## config.mk

```make
export PLATFORM = sky130hd
export DESIGN_NAME = key_press_conditioner
export DESIGN_NICKNAME = d
export VERILOG_FILES = /design/src/rtl/key_press_conditioner.sv
export SDC_FILE = /design/constraint.sdc
export NUM_CORES = 1
export LEC_CHECK = 0
export ABC_AREA = 1
export ABC_CLOCK_PERIOD_IN_PS = 5100
export CELL_PAD_IN_SITES_DETAIL_PLACEMENT = 1
export CELL_PAD_IN_SITES_GLOBAL_PLACEMENT = 2
export CORE_UTILIZATION = 41
export CTS_BUF_LIST = sky130_fd_sc_hd__clkbuf_8
export CTS_CLUSTER_SIZE = 14
export DETAILED_ROUTE_END_ITERATION = 12
export DONT_BUFFER_PORTS = 1
export PLACE_DENSITY = 0.82
export SLEW_MARGIN = 20
export SYNTH_ARGS = -nofsm -noshare
export SYNTH_HDL_FRONTEND = slang
export SYNTH_SLANG_ARGS = --single-unit
```

## constraint.sdc

```tcl
create_clock -name clk -period 5.1 [get_ports clk]
set_input_delay 1.275 -clock clk [delete_from_list [all_inputs] [get_ports clk]]
set_output_delay 1.275 -clock clk [all_outputs]
set_load 0.005 [all_outputs]
```

## src/rtl/key_press_conditioner.sv

```systemverilog
// Conditions three raw set keys into one-cycle increment pulses (press + auto-repeat) and debounced levels.
// Latency DEBOUNCE_CYC+2 edges raw->level/press pulse; no backpressure, pulses are fire-and-forget.
module key_press_conditioner #(
    parameter int DEBOUNCE_CYC = 16,
    parameter int REPEAT_DLY   = 1000,
    parameter int REPEAT_PER   = 200,
    parameter int CNT_W        = 16
) (
    input  logic       clk,
    input  logic       rst,
    input  logic       keyHr,
    input  logic       keyMin,
    input  logic       keySec,
    output logic       incHr,
    output logic       incMin,
    output logic       incSec,
    output logic [2:0] keyLvl
);
    localparam int NCH = 3;

    typedef enum logic [1:0] {
        IDLE   = 2'd0,
        FIRST  = 2'd1,
        REPEAT = 2'd2
    } state_t;

    localparam logic [CNT_W-1:0] DB_TERM   = CNT_W'(DEBOUNCE_CYC - 1);
    localparam logic [CNT_W-1:0] DLY_TERM  = CNT_W'(REPEAT_DLY - 1);
    localparam logic [CNT_W-1:0] PER_TERM  = CNT_W'(REPEAT_PER - 1);
    localparam logic [CNT_W-1:0] CNT_ONE   = CNT_W'(1);
    localparam bit               REPEAT_EN = (REPEAT_DLY != 0);

    logic [NCH-1:0]   key_raw;
    logic [NCH-1:0]   s1_q;
    logic [NCH-1:0]   s2_q;
    logic [NCH-1:0]   db_q;
    logic [NCH-1:0]   db_d;
    logic [NCH-1:0]   db_rise;
    logic [NCH-1:0]   db_fall;
    logic [CNT_W-1:0] cnt_q [NCH];
    logic [CNT_W-1:0] cnt_d [NCH];
    logic [CNT_W-1:0] rc_q  [NCH];
    logic [CNT_W-1:0] rc_d  [NCH];
    state_t           state_q [NCH];
    state_t           state_d [NCH];
    logic [NCH-1:0]   inc_q;
    logic [NCH-1:0]   inc_d;

    assign key_raw = {keyHr, keyMin, keySec};

    always_ff @(posedge clk or posedge rst) begin
        if (rst) begin
            s1_q <= '0;
            s2_q <= '0;
        end else begin
            s1_q <= key_raw;
            s2_q <= s1_q;
        end
    end

    // The level flips on the same edge that the FSM sees the rise/fall event,
    // so the press pulse and keyLvl leave the block in the same cycle.
    always_comb begin
        db_d    = db_q;
        db_rise = '0;
        db_fall = '0;
        for (int i = 0; i < NCH; i++) begin
            cnt_d[i] = '0;
            if (s2_q[i] != db_q[i]) begin
                if (cnt_q[i] == DB_TERM) begin
                    db_d[i]    = ~db_q[i];
                    db_rise[i] = ~db_q[i];
                    db_fall[i] = db_q[i];
                end else begin
                    cnt_d[i] = cnt_q[i] + CNT_ONE;
                end
            end
        end
    end

    always_comb begin
        inc_d = '0;
        for (int i = 0; i < NCH; i++) begin
            state_d[i] = state_q[i];
            rc_d[i]    = rc_q[i];
            if (db_fall[i]) begin
                // Release wins over a repeat that happens to be due this cycle.
                state_d[i] = IDLE;
                rc_d[i]    = '0;
            end else begin
                case (state_q[i])
                    IDLE: begin
                        rc_d[i] = '0;
                        if (db_rise[i]) begin
                            state_d[i] = FIRST;
                            inc_d[i]   = 1'b1;
                        end
                    end
                    FIRST: begin
                        if (REPEAT_EN) begin
                            if (rc_q[i] == DLY_TERM) begin
                                state_d[i] = REPEAT;
                                rc_d[i]    = '0;
                                inc_d[i]   = 1'b1;
                            end else begin
                                rc_d[i] = rc_q[i] + CNT_ONE;
                            end
                        end
                    end
                    REPEAT: begin
                        if (rc_q[i] == PER_TERM) begin
                            rc_d[i]  = '0;
                            inc_d[i] = 1'b1;
                        end else begin
                            rc_d[i] = rc_q[i] + CNT_ONE;
                        end
                    end
                    default: begin
                        state_d[i] = IDLE;
                        rc_d[i]    = '0;
                    end
                endcase
            end
        end
    end

    always_ff @(posedge clk or posedge rst) begin
        if (rst) begin
            db_q  <= '0;
            inc_q <= '0;
            for (int i = 0; i < NCH; i++) begin
                cnt_q[i]   <= '0;
                rc_q[i]    <= '0;
                state_q[i] <= IDLE;
            end
        end else begin
            db_q  <= db_d;
            inc_q <= inc_d;
            for (int i = 0; i < NCH; i++) begin
                cnt_q[i]   <= cnt_d[i];
                rc_q[i]    <= rc_d[i];
                state_q[i] <= state_d[i];
            end
        end
    end

    assign {incHr, incMin, incSec} = inc_q;
    assign keyLvl                  = db_q;

endmodule
```

==> reports/metrics.yaml, run 1 <==
route:
  drcViolationCount: 0
  drt_wl_total_um: 13800
  ant_nets: 0
  drt_pass1_iterations: 5
  vias_per_cell: 5.04
  post_drt_wl_per_cell_um: 14.0
  drt-initial-drc-count: 220
  vias: 4960
place:
  gp_congestion: 0.836
  port_buffers: 0
  hpwl_um: 10100
  dp.cells: 953
clocking:
  cts_tree: "done"
  holdBufCountCts: 0
  clk_pin_slew_ps: 70
  h-tree-depth: 4
  post_cts_buffers: 0
  cts_max_path_buffers: 2
  cts_root_buf: "clkbuf_8"
  clock_sinks: 114
  cts_resized: 0
  cts_buffers: 17
  clkLatencyLatePin_ps: 440
run:
  maxCapViolCount: 0
synth:
  synth_cells: 772
  synth-edff-count: 0
  synth_top_area_share: 0.450
  synth_cell_types: 37
  synthTopCellsByArea: "dfrtp_1 (45%), nand2_1 (7.5%), nor2_1 (7.4%)"
  synthArstFlopShare: 1.00
  yosys-top-cells-count: "nand2_1 (126), nor2_1 (125), dfrtp_1 (114)"
  ys_ff_latch: 114
  synthesis.nets: 798
  syn_avg_cell_area_um2: 8.21
  synth_top_cell_by_area: "dfrtp_1"
  ys.flop_type: "dfrtp_1"
  ys_warn_count: 0
  synth.most_common_cell: "nand2_1"
  synthesis.area_mm2: 0.00634
  ys_seq_area_frac: 0.450
die:
  fp-row-count: 45
  die_w_um: 126
  floorplan.initialDensity: 0.419
  fp.coreArea_mm2: 0.0151
  dieArea_mm2: 0.0160
  top_level_ports: 11
  die_y_um: 126
global_route:
  grt_overflow: 0
  grtUsageTotal: 0.192
  grt_pass1_wl_um: 24200
  grt_pass1_vias: 5259
  grt_max_degree: 81
  antenna_found_initial: 0
final_layout:
  n_antenna_cell: 0
  final_cells: 985
  finalNetCount: 810
  drive_gt1_frac: 0.117
  post-route-util: 0.455
  area_growth_pct: 8.76
setup_path:
  endpoint_kind: "primary output"
  crit_fanout: 3
  critPathLaunchType: "flop"
  crit_arrival_ps: 850
  critPathKind: "reg -> out"
  cp_data_required_time_ps: 3830
pwr:
  p_per_area_mw_per_mm2: 299
  p_leak_nw: 3.16
  peakVddDrop_uv: 157
outcome:
  status: "completed"
timing:
  maxSlewHeadroom: 0.522
  worst_pin_slew_ps: 717
  setup_viol: 0
  maxSlewViolCount: 0
  min_period_ps: 2120
  hold_violations: 0
  rsz0062_at_grt: "false"
  fin_tns_setup_ps: 0
  post-route-period-util: 0.416
  timing.fmax_mhz: 471
  skew_ps: 10.4
min_path:
  worst_hold_path_type: "reg -> reg"
==> path summary, 6_finish.rpt <==
check | endpoint | startpoint | cells after the start | slack, ps
setup reg to reg | cnt_q[43] | cnt_q[32] | 7 | 3320
max in group asynchronous | rc_q[31] | rst | 2 | 3330
hold reg to reg | s2_q[0] | s1_q[0] | 0 | 350
min in group asynchronous | keyLvl[0] | rst | 1 | 810
hold / removal | s2_q[0] | s1_q[0] | 0 | 350
setup / recovery | keyLvl[2] | keyLvl[2] | 0 | 2980
==> report_power, final <==
part / internal [mW] / switching (mW) / leakage, nW / total (mW)
Combinational: 0.0844 / 0.193 / 1.39 / 0.277
Sequential: 0.935 / 0.0282 / 1.56 / 0.963
Clock: 0.450 / 0.374 / 0.205 / 0.824
==> per-layer routing <==
layer  global-route usage  up-vias  wire length (um)
li1                     -     2483                 -
met1                0.224     2432              6120
met2                0.343       28              7180
met3               0.0396       17               289
met4               0.0808        0               193
met5                    0        -                 0
==> stage by stage <==
step / power [mW] / hold slack, ps / area, um^2 / setup WS (ps)
2_1_floorplan: 1.21 / 331 / 6340 / 809
3_3_place_gp: 1.24 / 333 / 6510 / 2600
3_5_place_dp: 1.26 / 337 / 6510 / 2550
4_1_cts: 2.11 / 354 / 6890 / 2930
5_1_grt: 2.18 / 372 / 6890 / 2930
6_report: 2.06 / 351 / 6890 / 2980
==> kinds of logic after synthesis <==
| logic type | after synthesis | share of synthesized area |
|---|---|---|
| fa+ha+maj | 21 | 0.0415 |
| compound gates | 50 | 0.0448 |
| buf+inv | 118 | 0.0768 |
| flops | 114 | 0.450 |
| xor+xnor | 38 | 0.0525 |
| simple gates | 431 | 0.334 |
==> cell type report <==
class | count | area [um^2]
repair buffers | 1 | 7.51
clock buffers | 19 | 262
multi-input cells | 540 | 3000
flip-flops and latches | 114 | 2850
fillers | 1856 | 8250
clock inverters | 13 | 120
inverters | 110 | 418
well taps | 188 | 235
==> cells in the final DEF, fill, tap and decap left out, types with 3 or more instances in the layout <==
| cell | synthesis | routed |
|---|---|---|
| nor3_2 | 3 | 3 |
| nand3_2 | 8 | 8 |
| nand3_1 | 54 | 54 |
| dfrtp_1 | 114 | 114 |
| xor2_1 | 31 | 31 |
| ha_1 | 21 | 21 |
| nor3_1 | 29 | 29 |
| nand2_2 | 12 | 12 |
| a21oi_1 | 17 | 17 |
| nand4_1 | 22 | 22 |
| nand3b_1 | 4 | 4 |
| nor4_1 | 4 | 4 |
| nor3b_2 | 5 | 5 |
| o21ai_0 | 12 | 12 |
| nor2_4 | 4 | 4 |
| clkinv_2 | 0 | 5 |
| clkbuf_8 | 0 | 19 |
| o21a_1 | 9 | 9 |
| inv_2 | 5 | 5 |
| nor3b_1 | 9 | 9 |
| nor2_2 | 18 | 18 |
| o21ai_1 | 7 | 7 |
| nand2_1 | 126 | 126 |
| nor2_1 | 125 | 125 |
| inv_1 | 105 | 107 |
| xnor2_1 | 7 | 7 |
==> registers in the layout, indices dropped and copies added (netlist names) <==
register and flops:
s2_q 3, state_q 6, cnt_q 48, inc_q 3, rc_q 48, s1_q 3
keyLvl 3
No activity file was read; power rests on OpenSTA's default activity.
==> inputs of run 2 (changes only) <==
Settings changed: ABC_CLOCK_PERIOD_IN_PS 5100 to 2100.
Clock period 5.1 ns to 2.1 ns, I/O delays scaled along.
==> run 2 against run 1 <==
Critical path type is now reg -> reg. Count of clock-buffer cells in the layout down 1. Register-to-register slack worse by 2900 ps. Utilization up 0.31 points. Critical path depth up 8. Total power up 140%. First-iteration DRC count down 29%. Highest routed layer unchanged.
==> reports/metrics.yaml, run 2 (synthesized netlist as in run 1, its figures left out) <==
setup_path:
  crit_family: "simple AND/OR/NAND/NOR gates"
  rr_startpoint: "cnt_q[16]"
  reg2reg_to: "state_q[3]"
  crit_top_cell: "nand2_1"
  r2r_cells: 8
  crit_fanout: 4
  crit_arrival_ps: 2060
  cp_data_required_time_ps: 2440
  critPathBufInv: 0
  path_cells: "ha_1 > nand3_1 > nor2_1 > nand2_1 > o21ai_1 > nand2_1 > nand2_1 > nand2_1"
  critPathKind: "reg -> reg"
  critPathLaunchType: "flop"
  slowest_delay_ps: 400
  ff2ff_setup_slack_ps: 380
  crit_path_top_delay_cell: "dfrtp_1"
  endpoint_kind: "flop"
timing:
  setup_viol: 0
  min_period_ps: 1720
  maxSlewHeadroom: 0.693
  rsz0062_at_grt: "false"
  maxSlewViolCount: 0
  skew_ps: 11.1
  hold_violations: 0
  timing.fmax_mhz: 582
  fin_tns_setup_ps: 0
  worst_pin_slew_ps: 459
  post-route-period-util: 0.818
final_layout:
  finalNetCount: 813
  reg.largest.list: "cnt_q: 48 flops, rc_q: 48 flops, state_q: 6 flops"
  mostFrequentLayoutCells: "nand2_1 (126), nor2_1 (125), dfrtp_1 (114), inv_1 (105), nand3_1 (54)"
  final_cells: 988
  fillers: 1843
  area_growth_pct: 9.51
  n_antenna_cell: 0
  drive_gt1_frac: 0.121
  final_common_cell: "nand2_1"
die:
  die_y_um: 126
  floorplan.initialDensity: 0.419
  dieArea_mm2: 0.0160
  fp-row-count: 45
  fp.coreArea_mm2: 0.0151
  top_level_ports: 11
  die_w_um: 126
min_path:
  min_path_cells: 0
  hold_end: "s1_q[1]"
  hold_start: "keyMin"
  worst_hold_path_type: "in -> reg"
clocking:
  cts_buffers: 17
  cts_root_buf: "clkbuf_8"
  clkLatencyLatePin_ps: 450
  clock_sinks: 114
  clk_pin_slew_ps: 80
  h-tree-depth: 4
  cts_resized: 0
  cts_max_path_buffers: 2
  cts_tree: "done"
route:
  drt_wl_total_um: 13800
  drcViolationCount: 0
  drt_pass1_iterations: 6
  ant_nets: 0
  post_drt_wl_per_cell_um: 14.0
  drt-initial-drc-count: 156
  vias_per_cell: 5.06
  vias: 5003
global_route:
  grt_pass1_wl_um: 25000
  grtUsageTotal: 0.198
  antenna_found_initial: 0
  grt_max_degree: 76
  grt_pass1_vias: 5434
  grt_overflow: 0
run:
  maxCapViolCount: 0
place:
  gp_congestion: 0.760
  hpwl_um: 10100
  dp.cells: 955
  port_buffers: 0
pwr:
  p_leak_nw: 3.15
  p_total_mw: 4.99
  p_per_area_mw_per_mm2: 718
  peakVddDrop_uv: 406
outcome:
  status: "completed"
## run 2: layout make-up
| cell class | count | area [um^2] | share of cell area |
|---|---|---|---|
| Multi-Input combinational cell | 540 | 3000 | 0.432 |
| Timing Repair Buffer | 4 | 57.6 | 0.00829 |
| Clock inverter | 14 | 133 | 0.0191 |
| Tap cell | 188 | 235 | 0.0339 |
| Clock buffer | 18 | 248 | 0.0357 |
| Inverter | 110 | 417 | 0.0600 |
| Sequential cell | 114 | 2850 | 0.411 |
## run 2: layer usage
metal / GRT usage / wire length [um]
met5: 0 / 0
met4: 0.0794 / 246
met3: 0.0396 / 257
met2: 0.350 / 7170
met1: 0.235 / 6170
## run 2: worst max-delay path by stage
stage | from | endpoint | slack [ps] | cells after the start
2_1_floorplan | rst | cnt_q[0] | 190 | 1
3_3_place_gp | cnt_q[0] | cnt_q[14] | 450 | 7
3_5_place_dp | cnt_q[32] | cnt_q[41] | 370 | 7
4_1_cts | cnt_q[32] | cnt_q[41] | 350 | 7
5_1_grt | cnt_q[16] | state_q[3] | 160 | 8
6_report | cnt_q[16] | state_q[3] | 380 | 8
## run 2: repair_timing
action / 4_1_cts / 5_1_grt
setup buffers: 0 / 0
hold buffers: 1 / 0
hold endpoints to repair: 5 / 0
## run 2: worst reg2reg max path, delay by kind of cell, from the launching register on
| family | cells | cell delay [ps] |
|---|---|---|
| AND/OR/NAND/NOR | 6 | 760 |
| flip-flops | 1 | 400 |
| adder cells (fa/ha/maj) | 1 | 210 |
| AO/OA/AOI/OAI | 1 | 230 |
## run 2: per-stage QoR
step | hold WS (ps) | worst slack [ps] | instance area (um^2) | utilization
3_3_place_gp | 332 | 445 | 6550 | 0.433
4_1_cts | 57.6 | 348 | 6940 | 0.458
6_report | 94.8 | 382 | 6940 | 0.458
2_1_floorplan | 331 | 190 | 6340 | -
5_1_grt | 56.3 | 155 | 6940 | 0.458
3_5_place_dp | 336 | 370 | 6550 | 0.433
## run 2: power by group
part	total [mW]	internal (mW)	switching, mW	leakage, nW
Combinational	0.676	0.214	0.462	1.41
Clock	1.97	0.975	0.998	0.180
Sequential	2.34	2.27	0.0693	1.56
==> inputs of run 3 (changes only) <==
Settings changed: ABC_CLOCK_PERIOD_IN_PS 2100 to 1400, CORE_UTILIZATION 41 to 37, PLACE_DENSITY 0.82 to 0.79.
Clock period 2.1 ns to 1.4 ns, I/O delays scaled along.
==> run 3 against run 2 <==
The flow now finishes with violations (negative setup slack). Sequential power grew 52%. Hold slack gained 260 ps. Final cell count rose by 20%. Wire length is 44% higher. Critical path depth is 2 higher. Global-route usage is 2.5 points higher. Cell area rose by 38%. Non-clock buffer count grew 170. Total power increased by 70%. First-iteration DRC count increased by 26%. Clock power grew 53%. Critical endpoint is now rc_q[47]. Largest cell class unchanged.
==> reports/metrics.yaml, run 3 (synthesized netlist as in run 1, its figures left out) <==
outcome:
  status: "finished with violations"
  violations: "negative setup slack"
global_route:
  grt_pass1_wl_um: 31100
  top_usage_layer: "met2"
  grt_overflow: 0
  antenna_found_initial: 0
  grtUsageMet3: 0.0444
  grt_util_met1: 0.239
  grt_pass1_vias: 6626
  grtUsageTotal: 0.223
  met2_usage: 0.420
  grt_max_degree: 93
die:
  top_level_ports: 11
  floorplan.initialDensity: 0.381
  fp-row-count: 47
  die_y_um: 133
  fp.coreArea_mm2: 0.0166
  dieArea_mm2: 0.0177
  die_w_um: 133
setup_path:
  reg2reg_to: "rc_q[47]"
  crit_fanout: 8
  slowest_delay_ps: 370
  cp_data_required_time_ps: 1720
  critPathLaunchType: "flop"
  endpoint_kind: "flop"
  r2r_cells: 10
  crit_path_start: "rc_q[32]"
  crit_top_cell: "nand2_2"
  crit_path_top_delay_cell: "dfrtp_1"
  ff2ff_setup_slack_ps: -190
  critPathKind: "reg -> reg"
  path_cells: "ha_2 > nand2_2 > inv_2 > nand2_2 > nor2_4 > nand2_1 > nor2_2 > nand2_4 > nand4_4 > nor2_1"
  rr_startpoint: "rc_q[32]"
  crit_arrival_ps: 1910
route:
  drt-initial-drc-count: 197
  ant_nets: 0
  drt_wl_total_um: 20000
  drcViolationCount: 0
  vias: 5918
  vias_per_cell: 4.97
  drt_pass1_iterations: 7
  post_drt_wl_per_cell_um: 16.8
clocking:
  clock_sinks: 114
  clkLatencyLatePin_ps: 460
  cts_tree: "done"
  cts_root_buf: "clkbuf_8"
  h-tree-depth: 4
  cts_max_path_buffers: 2
  clk_pin_slew_ps: 80
  cts_buffers: 17
timing:
  post-route-period-util: 1.13
  setup_viol: 88
  hold_slack_ps: 357
  worst_pin_slew_ps: 514
  min_period_ps: 1590
  maxSlewViolCount: 0
  timing.fmax_mhz: 630
  setup_ws_ps: -186
  skew_ps: 20.3
  hold_violations: 0
  maxSlewHeadroom: 0.657
  rsz0062_at_grt: "true"
final_layout:
  post-route-util: 0.575
  finalNetCount: 985
  seq_area_mm2: 0.00286
  reg.largest.list: "cnt_q: 48 flops, rc_q: 48 flops, state_q: 6 flops"
  drive_gt1_frac: 0.484
  fillers: 1904
  final_common_cell: "buf_4"
  mostFrequentLayoutCells: "buf_4 (137), dfrtp_1 (107), inv_1 (94), nand2_1 (78), nor2_1 (67)"
  multi_input_area_mm2: 0.00414
  area_growth_pct: 51.0
  n_antenna_cell: 0
min_path:
  worst_hold_path_type: "reg -> reg"
  min_path_cells: 0
  hold_start: "s1_q[1]"
  hold_end: "s2_q[1]"
place:
  pre_cts_ws_ps: -228
  port_buffers: 0
  hpwl_um: 12100
  gp_congestion: 0.856
run:
  maxCapViolCount: 0
pwr:
  peakVddDrop_uv: 623
  p_per_area_mw_per_mm2: 886
  p_leak_nw: 4.36
run 3: worst max-delay path: cells and delay by family, from the launching register on:
family	cells	cell delay, ps
and+or+nand+nor	8	800
adders and majority gates	1	210
buffers and inverters	1	80
DFF	1	370
run 3: area by class of cell:
class                   instances  area share
clock buffers                  20      0.0288
multi-input cells             542       0.433
repair buffers                174       0.157
well taps                     220      0.0288
inverters                     110      0.0443
flip-flops and latches        114       0.299
clock inverters                10     0.00993
run 3: worst max path at each step:
stage                     slack (ps)  cells past startpoint    endpoint
after global placement          -110                     10    rc_q[45]
after detailed placement        -230                      8  state_q[2]
final                           -190                     10    rc_q[47]
after floorplan                 -340                      1    cnt_q[0]
after CTS                       -150                      7    rc_q[14]
after global routing            -280                     10    rc_q[47]
run 3: what timing repair did:
item	CTS	global route
hold buffers	4	0
setup buffers	25	31
setup endpoints to repair	88	103
pin swaps	64	87
endpoints found under the hold margin	117	0
resized for setup	161	160
gates cloned	4	0
run 3: layer usage:
metal  part of all wire  vias to the layer above  wire length, um
met5                  0                        -                0
met4              0.018                        0              359
met2               0.56                       55            11300
met3              0.018                       31              369
met1               0.40                     2985             7970
li1                   -                     2847                -
run 3: power by group:
part	switching (mW)	internal [mW]	total (mW)
Combinational	1.13	0.797	1.92
Sequential	0.139	3.41	3.55
Clock	1.35	1.66	3.02
run 3: through the flow:
step	total power, mW	TNS [ps]	instance area (um^2)	cells
final	8.48	-8780	9570	1190
after global routing	8.94	-16500	9570	1190
after floorplan	4.42	-38940	6360	772
after global placement	4.75	-4200	7520	1107
after CTS	8.38	-6030	8800	1166
after detailed placement	4.85	-10610	7520	1107
